### config.mk
export PLATFORM = sky130hd
export DESIGN_NAME = muldiv_seq
export DESIGN_NICKNAME = d
export VERILOG_FILES = /design/src/rtl/muldiv_pkg.sv /design/src/rtl/muldiv_signfix.sv /design/src/rtl/muldiv_seq.sv
export SDC_FILE = /design/constraint.sdc
export NUM_CORES = 1
export LEC_CHECK = 0
export BUFFER_PORTS_ARGS = -buffer_cell sky130_fd_sc_hd__buf_2
export CAP_MARGIN = 20
export CORE_AREA = 2 2 208 159
export CTS_CLUSTER_DIAMETER = 30
export CTS_CLUSTER_SIZE = 28
export DETAILED_ROUTE_END_ITERATION = 7
export DIE_AREA = 0 0 210 161
export HOLD_SLACK_MARGIN = 0.1
export SLEW_MARGIN = 20
export SYNTH_ARGS = -nofsm -noshare
export SYNTH_HDL_FRONTEND = slang
export SYNTH_SLANG_ARGS = --single-unit
### constraint.sdc
create_clock -name clk -period 4.5 [get_ports clk]
set_input_delay 0 -clock clk [delete_from_list [all_inputs] [get_ports clk]]
set_output_delay 0 -clock clk [all_outputs]
set_load 0.05 [all_outputs]
### src/rtl/muldiv_pkg.sv
// Shared types and constants for the multiply/divide sequencer.
package muldiv_pkg;

  localparam int unsigned MD_WIDTH = 32;

  typedef enum logic [1:0] {
    OP_MULT  = 2'b00,
    OP_MULTU = 2'b01,
    OP_DIV   = 2'b10,
    OP_DIVU  = 2'b11
  } op_e;

  typedef enum logic [1:0] {
    ST_IDLE = 2'b00,
    ST_CALC = 2'b01,
    ST_FIX  = 2'b10,
    ST_DONE = 2'b11
  } state_e;

endpackage

### src/rtl/muldiv_signfix.sv
// Conditional two's-complement negate of a HI/LO pair, either as one
// 2*WIDTH value (pair_i=1, product) or as two independent WIDTH values.
module muldiv_signfix
  import muldiv_pkg::*;
#(
  parameter int unsigned WIDTH = MD_WIDTH
) (
  input  logic             pair_i,
  input  logic             neg_hi_i,
  input  logic             neg_lo_i,
  input  logic [WIDTH-1:0] hi_i,
  input  logic [WIDTH-1:0] lo_i,
  output logic [WIDTH-1:0] hi_o,
  output logic [WIDTH-1:0] lo_o
);

  logic [2*WIDTH-1:0] pair_neg;
  logic [WIDTH-1:0]   hi_neg;
  logic [WIDTH-1:0]   lo_neg;

  always_comb begin
    pair_neg = '0 - {hi_i, lo_i};
    hi_neg   = '0 - hi_i;
    lo_neg   = '0 - lo_i;
    hi_o     = hi_i;
    lo_o     = lo_i;
    if (pair_i) begin
      if (neg_hi_i) begin
        {hi_o, lo_o} = pair_neg;
      end
    end else begin
      if (neg_hi_i) hi_o = hi_neg;
      if (neg_lo_i) lo_o = lo_neg;
    end
  end

endmodule

### src/rtl/muldiv_seq.sv
// Multi-cycle MULT/MULTU/DIV/DIVU sequencer owning the HI/LO write strobes.
// Define MULDIV_SIGNED_EN to make MULT/DIV signed; otherwise every op is unsigned.
module muldiv_seq
  import muldiv_pkg::*;
#(
  parameter  int unsigned WIDTH = MD_WIDTH,
  localparam int unsigned CNT_W = $clog2(WIDTH)
) (
  input  logic             clk,
  input  logic             rst,
  input  logic             start,
  input  logic [1:0]       op,
  input  logic [WIDTH-1:0] rs_val,
  input  logic [WIDTH-1:0] rt_val,
  output logic             busy,
  output logic             done,
  output logic             hi_we,
  output logic             lo_we,
  output logic [WIDTH-1:0] hi_out,
  output logic [WIDTH-1:0] lo_out,
  output logic             div_zero
);

  state_e           state_q, state_d;
  logic [CNT_W-1:0] cnt_q, cnt_d;
  logic [WIDTH-1:0] hi_q, hi_d, lo_q, lo_d, b_q, b_d;
  logic             is_div_q, is_div_d, neg_hi_q, neg_hi_d, neg_lo_q, neg_lo_d;
  logic [WIDTH-1:0] hi_out_q, hi_out_d, lo_out_q, lo_out_d;
  logic             div_zero_q, div_zero_d;
  logic             busy_q, busy_d, done_q, done_d;

  logic             signed_op, sgn_a, sgn_b, op_is_div, div0;
  logic             sf_pair, sf_neg_hi, sf_neg_lo;
  logic [WIDTH-1:0] sf_hi, sf_lo, sf_hi_o, sf_lo_o;
  logic [WIDTH:0]   mul_sum, div_sh, div_diff;

  assign op_is_div = (op_e'(op) == OP_DIV) || (op_e'(op) == OP_DIVU);
`ifdef MULDIV_SIGNED_EN
  assign signed_op = ~op[0];
`else
  assign signed_op = 1'b0;
`endif
  assign sgn_a = signed_op & rs_val[WIDTH-1];
  assign sgn_b = signed_op & rt_val[WIDTH-1];
  assign div0  = op_is_div && (rt_val == '0);

  // One negator serves both ends: operand magnitudes while idle, result signs in FIX.
  always_comb begin
    if (state_q == ST_FIX) begin
      sf_pair   = ~is_div_q;
      sf_neg_hi = neg_hi_q;
      sf_neg_lo = neg_lo_q;
      sf_hi     = hi_q;
      sf_lo     = lo_q;
    end else begin
      sf_pair   = 1'b0;
      sf_neg_hi = sgn_a;
      sf_neg_lo = sgn_b;
      sf_hi     = rs_val;
      sf_lo     = rt_val;
    end
  end

  muldiv_signfix #(.WIDTH(WIDTH)) u_signfix (
    .pair_i   (sf_pair),
    .neg_hi_i (sf_neg_hi),
    .neg_lo_i (sf_neg_lo),
    .hi_i     (sf_hi),
    .lo_i     (sf_lo),
    .hi_o     (sf_hi_o),
    .lo_o     (sf_lo_o)
  );

  assign mul_sum  = {1'b0, hi_q} + (lo_q[0] ? {1'b0, b_q} : '0);
  assign div_sh   = {hi_q, lo_q[WIDTH-1]};
  assign div_diff = div_sh - {1'b0, b_q};

  always_ff @(posedge clk or posedge rst) begin
    if (rst) begin
      state_q <= ST_IDLE;
      busy_q  <= 1'b0;
      done_q  <= 1'b0;
    end else begin
      state_q <= state_d;
      busy_q  <= busy_d;
      done_q  <= done_d;
    end
  end

  always_comb begin
    state_d = state_q;
    unique case (state_q)
      ST_IDLE: if (start) state_d = div0 ? ST_DONE : ST_CALC;
      ST_CALC: if (cnt_q == CNT_W'(WIDTH - 1)) state_d = ST_FIX;
      ST_FIX:  state_d = ST_DONE;
      ST_DONE: state_d = ST_IDLE;
      default: state_d = ST_IDLE;
    endcase
  end

  always_comb begin
    busy_d = (state_d == ST_CALC) || (state_d == ST_FIX);
    done_d = (state_d == ST_DONE);
  end

  always_comb begin
    cnt_d      = cnt_q;
    hi_d       = hi_q;
    lo_d       = lo_q;
    b_d        = b_q;
    is_div_d   = is_div_q;
    neg_hi_d   = neg_hi_q;
    neg_lo_d   = neg_lo_q;
    hi_out_d   = hi_out_q;
    lo_out_d   = lo_out_q;
    div_zero_d = div_zero_q;
    unique case (state_q)
      ST_IDLE: begin
        if (start) begin
          cnt_d      = '0;
          hi_d       = '0;
          lo_d       = op_is_div ? sf_hi_o : sf_lo_o;
          b_d        = op_is_div ? sf_lo_o : sf_hi_o;
          is_div_d   = op_is_div;
          neg_hi_d   = op_is_div ? sgn_a : (sgn_a ^ sgn_b);
          neg_lo_d   = sgn_a ^ sgn_b;
          div_zero_d = div0;
          if (div0) begin
            hi_out_d = rs_val;
            lo_out_d = '1;
          end
        end
      end
      ST_CALC: begin
        cnt_d = cnt_q + CNT_W'(1);
        if (is_div_q) begin
          hi_d = div_diff[WIDTH] ? div_sh[WIDTH-1:0] : div_diff[WIDTH-1:0];
          lo_d = {lo_q[WIDTH-2:0], ~div_diff[WIDTH]};
        end else begin
          hi_d = mul_sum[WIDTH:1];
          lo_d = {mul_sum[0], lo_q[WIDTH-1:1]};
        end
      end
      ST_FIX: begin
        hi_out_d = sf_hi_o;
        lo_out_d = sf_lo_o;
      end
      default: ;
    endcase
  end

  always_ff @(posedge clk or posedge rst) begin
    if (rst) begin
      cnt_q      <= '0;
      hi_q       <= '0;
      lo_q       <= '0;
      b_q        <= '0;
      is_div_q   <= 1'b0;
      neg_hi_q   <= 1'b0;
      neg_lo_q   <= 1'b0;
      hi_out_q   <= '0;
      lo_out_q   <= '0;
      div_zero_q <= 1'b0;
    end else begin
      cnt_q      <= cnt_d;
      hi_q       <= hi_d;
      lo_q       <= lo_d;
      b_q        <= b_d;
      is_div_q   <= is_div_d;
      neg_hi_q   <= neg_hi_d;
      neg_lo_q   <= neg_lo_d;
      hi_out_q   <= hi_out_d;
      lo_out_q   <= lo_out_d;
      div_zero_q <= div_zero_d;
    end
  end

  assign busy     = busy_q;
  assign done     = done_q;
  assign hi_we    = done_q;
  assign lo_we    = done_q;
  assign hi_out   = hi_out_q;
  assign lo_out   = lo_out_q;
  assign div_zero = div_zero_q;

endmodule

After elaboration in Yosys (flattened, before gate mapping)
Cells that the tools add are included.
Storage, ports and cells
  bits in latches: 0
  logic and storage cells: 60
  flip-flop bits (word level): 171
  memory bits (read-only): 0
  memory bits (writable): 0
  input port bits: 69
  output and inout bits: 69
  memories kept: 0
Cells by class
  muxes and demuxes: 24
  order comparisons: 0
  div/mod/pow operators: 0
  shift-type cells: 0
  bitwise gates (word level): 1
  reductions and logical operators: 10
  eq/ne operators: 11
  multipliers: 0
  add/sub/neg operators: 3
Operators by type and width (count)
  $mux 32: 14
  $pmux 32 s2: 4
  $add 32x32->33: 1
  $sub 33x32->33: 1
  $logic_not 32->1: 1
  $eq 2x2->1 const B: 6
  $pmux 5 s2: 1
  $pmux 2 s4: 1
  $mux 2: 3
  $add 5x1->5 const B: 1
  $eq 5x5->1 const B: 1
  $mux 5: 1
  $eq 2x1->1 const B: 2
  $ne 2x2->1 const B: 2
  $reduce_and 2->1: 2
  $reduce_bool 2->1: 2
  $reduce_and 3->1: 1
  $logic_not 2->1: 1
  $logic_or 1x1->1: 2
  $logic_and 1x1->1: 1
  $not 1->1: 1

Depth between registers and ports, before layout
  depth after elaboration: 8
  depth in mapped cells: 16
  mapped depth without buffers: 14

Cells and area by module
Synthesis repeated with hierarchy kept, for this count alone.
Unflattened totals
  cells, all modules: 1809
  area, all modules: 14320.0 µm²
By module, submodules not included
  muldiv_seq: sequential area each 4279.1 µm², times used 1, area an instance 12738.5 µm², cells an instance 1576
  muldiv_signfix: sequential area each 0.0 µm², times used 1, area an instance 1581.5 µm², cells an instance 233

Worst setup path after synthesis
No wires, ideal clock.
  kind: reg-to-reg
  from: reg lo_q[0]
  to: reg hi_q[31]
  path buffers: 2
  slack: 1016 ps
  arrival time: 3380 ps
  required time: 4397 ps
  cell stages (with the launch flop): 17
  setup time: 103 ps
  clock period less this slack: 3484 ps
  cells stage by stage: dfrtp_1 clkbuf_1 clkbuf_1 and2_1 ha_1 inv_1 fa_1 nor2b_1 o31a_1 o31a_1 a21oi_2 o31a_1 o41ai_1 a21oi_1 o31a_1 o21a_1 o41ai_2
On the way
  word-level cells in the longest chain between the ends: 4
Ends and longest elaborated chain
  start, declared: RTL line muldiv_seq.sv:26  | logic [WIDTH-1:0] hi_q, hi_d, lo_q, lo_d, b_q, b_d;
  start signal, assigned: RTL line muldiv_seq.sv:167  | lo_q <= lo_d;
  $mux 32: RTL line muldiv_seq.sv:74  | assign mul_sum = {1'b0, hi_q} + (lo_q[0] ? {1'b0, b_q} : '0);
  $add 32x32->33: RTL line muldiv_seq.sv:74
  $mux 32: RTL line muldiv_seq.sv:136  | if (is_div_q) begin
  $pmux 32 s2: RTL line muldiv_seq.sv:117  | unique case (state_q)
  end signal, assigned: RTL line muldiv_seq.sv:166  | hi_q <= hi_d;
  end, declared: RTL line muldiv_seq.sv:26
No other way between the ends.
A chain may end at the register's enable or synchronous reset.

Worst setup path in the final report
  from: reg hi_q[0]
  to: reg hi_q[31]
On the way
  word-level cells in the longest chain between the ends: 4
  elaborated cells between the ends (all ways): 5
  those cells by class: 2 x add/sub; 3 x mux
Ends and longest elaborated chain
  $sub 33x32->33: RTL line muldiv_seq.sv:76  | assign div_diff = div_sh - {1'b0, b_q};
  $mux 32: RTL line muldiv_seq.sv:137  | hi_d = div_diff[WIDTH] ? div_sh[WIDTH-1:0] : div_diff[WIDTH-1:0];
  $mux 32 (*): RTL line muldiv_seq.sv:136
  $pmux 32 s2 (*): RTL line muldiv_seq.sv:117
Every way passes the cells marked *; elsewhere a longest branch is shown, timed or not.

==> impl_metrics.ini <==
[worst_setup_path]
slowest_delay_ps = 500
critPathKind = flip-flop to flip-flop
crit_path_max_fanout = 8
slowest_stage = dfrtp_1
rr_startpoint = hi_q[0]
timing.critical_path.required_ps = 4830
crit_chain = ha_1 -> inv_1 -> fa_1 -> nor2b_1 -> o31a_1 -> o31a_1 -> a21oi_2 -> o31a_1 -> o41ai_1 -> a21oi_1 -> o31a_1 -> o21a_1 -> o41ai_2
critPathArrivalTime_ps = 4180
crit_top_cell = o31a_1
startpoint = hi_q[0]
worstSetupStartpointType = flip-flop
critPathCaptureType = flip-flop
r2r_slack_ps = 650

[routing]
ant_nets = 0
routed_via_density = 5.77
routed_wl_um = 37400
drc = 0
drt_iter0_markers = 990
vias = 10900
drt-pass1-iter-count = 6
wire_per_inst_um = 19.8

[power_and_ir_drop]
vdd_drop_max_uv = 317
power.leakage_nw = 6.58
total_power_w = 0.0118
p_per_area_nw_per_um2 = 794

[timing]
rsz0062_at_grt = no
final.min_clock_period_ps = 3850
finalClockSkew_ps = 21.2
slew_headroom_pct = 26.4
fin_crit_sh_pct = 85.7
worst_pin_slew_ps = 1100
fmax_mhz = 259
report.final.slew_viol_count = 0
setup_viol = 0
hold_viol = 0
timing.final.ws_setup_ps = 645
tns_ps = 0

[cts]
tritoncts = yes
ctsLongestPathBuffers = 2
clock_latency_ps = 440
clkTransAtPathRegs_ps = 70
root_buffer = clkbuf_16
post-cts-setup-buffers = 0
cts_resized = 0
cts_buffers = 17
cts_sinks = 171
cts_htree_levels = 4
ctsHoldBuffers = 62

[final_layout]
finalNetCount = 1599
syn2layout_area_growth_pct = 18.5
layout.cells.non_filler = 1886
drive_above_1_share_pct = 18.5
diodes = 0
multi_input_area_um2 = 7800
nFillCells = 2969
ff_latch_area_um2 = 4280
final_area_um2 = 14900

[placement]
post-place-cells = 1793
dp_slack_ps = 779
placed_area_um2 = 13700
port_buffers = 136
place.gp.congestion = 0.894
dpl.hpwl_um = 26400

[global_routing]
grt_max_degree = 172
grt_pass1_vias = 10600
grt.total_usage_pct = 22.6
grt_first_pass_wirelength_um = 60500
grt_antenna_before_repair = 0
overflow = 0

[synthesis]
syn_area_um2 = 12600
yosys_warnings = 0
synth_top_family_by_area = compound AO/OA/AOI/OAI gates
synth-adder-area-share_pct = 6.99
synth-xor-area-share_pct = 3.83
synth-edff-count = 0
synth_cells = 1308
synth_top_cell_by_area = dfrtp_1
ys_ff_latch = 171
synth_area_leaders = dfrtp_1 (34%), mux4_2 (11%), mux2i_1 (7.3%)
synth_simple_gate_area_share_pct = 11.7
synthMuxAreaShare_pct = 18.9
synth_common_cells = dfrtp_1 (171), nand2_1 (150), o21ai_0 (131), mux2i_1 (91), a21oi_1 (84)
syn_nets = 1446
ys.flop_type = dfrtp_1
synth_top_area_share_pct = 34.1
synthMostInstantiatedCell = dfrtp_1
postSynthAreaPerCell_um2 = 9.60
async_flop_share_pct = 100
seq_area_frac_synth_pct = 34.1
synthDistinctLibCells = 68
synth_compound_area_share_pct = 20.2

[outcome]
status = finished, final reports clean

[die]
die_h_um = 161
die_width_um = 210
die-area_um2 = 33800
start_util_pct = 39.4
io_pins = 138
core_area_um2 = 31900
row_count = 57

[min_path]
timing.hold.worst.start = rt_val[31]
min_path_type = primary input to flip-flop

[flow_run]
drv_cap = 0
state kept, by name (all words and copies together), names as in the netlist:
name and count:
b_q 32, busy 1, cnt_q 5, div_zero 1
done 1, hi_out 32, hi_q 32, is_div_q 1
lo_out 32, lo_q 32, state_q 2
worst max-delay path: cells and delay by family, from the launching register on:
| kind | cells | cell delay, ps |
|---|---|---|
| buf+inv | 1 | 70 |
| compound gates | 9 | 2330 |
| fa+ha+maj | 2 | 680 |
| simple gates | 1 | 170 |
| flops | 1 | 500 |
logic make-up after synthesis:
group	count (synthesis)
buffers and inverters	134
AOI/OAI and AO/OA	398
and+or+nand+nor	325
xor gates and xnor gates	54
muxes	157
adders and majority gates	69
DFF	171
power by group:
part	internal (W)	switching, W	total, W
combinational	0.00317	0.00419	0.00736
clock	0.000796	0.000744	0.00154
sequential	0.00211	0.000810	0.00292
metal layers:
metal	routed length [um]	up-vias	GRT usage (%)	part of all wire (%)
met3	2490	34	4.59	6.6
li1	-	5139	-	-
met1	18200	5345	34.1	49
met5	0	-	0	0
met2	16200	368	33.4	43
met4	553	0	4.74	1.5
layout by cell type (no fill, tap or decap), types with 7 or more instances in the layout:
master         netlist  routed
a21oi_1             84      84
xor2_1              21      21
nand2_1            150     150
clkbuf_16            0      17
inv_1               49      48
mux4_2              64      64
nand3_1             10      10
nand4_1              7       7
o221ai_1            12      12
nor2_1              76      74
a211oi_1             7       7
xnor2_1             32      32
nand2b_1            15      14
a22oi_1             15      15
mux2i_1             91      91
nor4_1               9       9
buf_2                2     135
dlygate4sd3_1        0      62
a21o_1              27      27
and2_1              32      32
a31oi_1              7       7
o22a_1              31      31
ha_1                67      67
buf_4                3      19
o21ai_1             23      23
dfrtp_1            171     170
o21ai_0            131     131
stage by stage:
step           util (%)  hold WS, ps
2_1_floorplan         -          211
3_3_place_gp       42.8          329
3_5_place_dp       42.8          339
4_1_cts            46.7          105
5_1_grt            46.7          123
6_report           46.7          112
cell type report:
| type | instances | share of cell area [%] |
|---|---|---|
| inverters | 49 | 1.26 |
| clock inverters | 14 | 1.17 |
| flip-flops and latches | 171 | 28.8 |
| clock buffers | 17 | 2.86 |
| well taps | 413 | 3.47 |
| repair buffers | 219 | 10.1 |
| multi-input cells | 1003 | 52.4 |
final timing paths:
kind / endpoint / cells past startpoint
min in group asynchronous: lo_out[9] / 4
worst min-delay path: b_q[31] / 4
worst min register to register: cnt_q[3] / 1
worst max-delay path: hi_q[31] / 13
worst max register to register: hi_q[31] / 13
max in group asynchronous: is_div_q / 4
(Power assumes the default switching activity.)
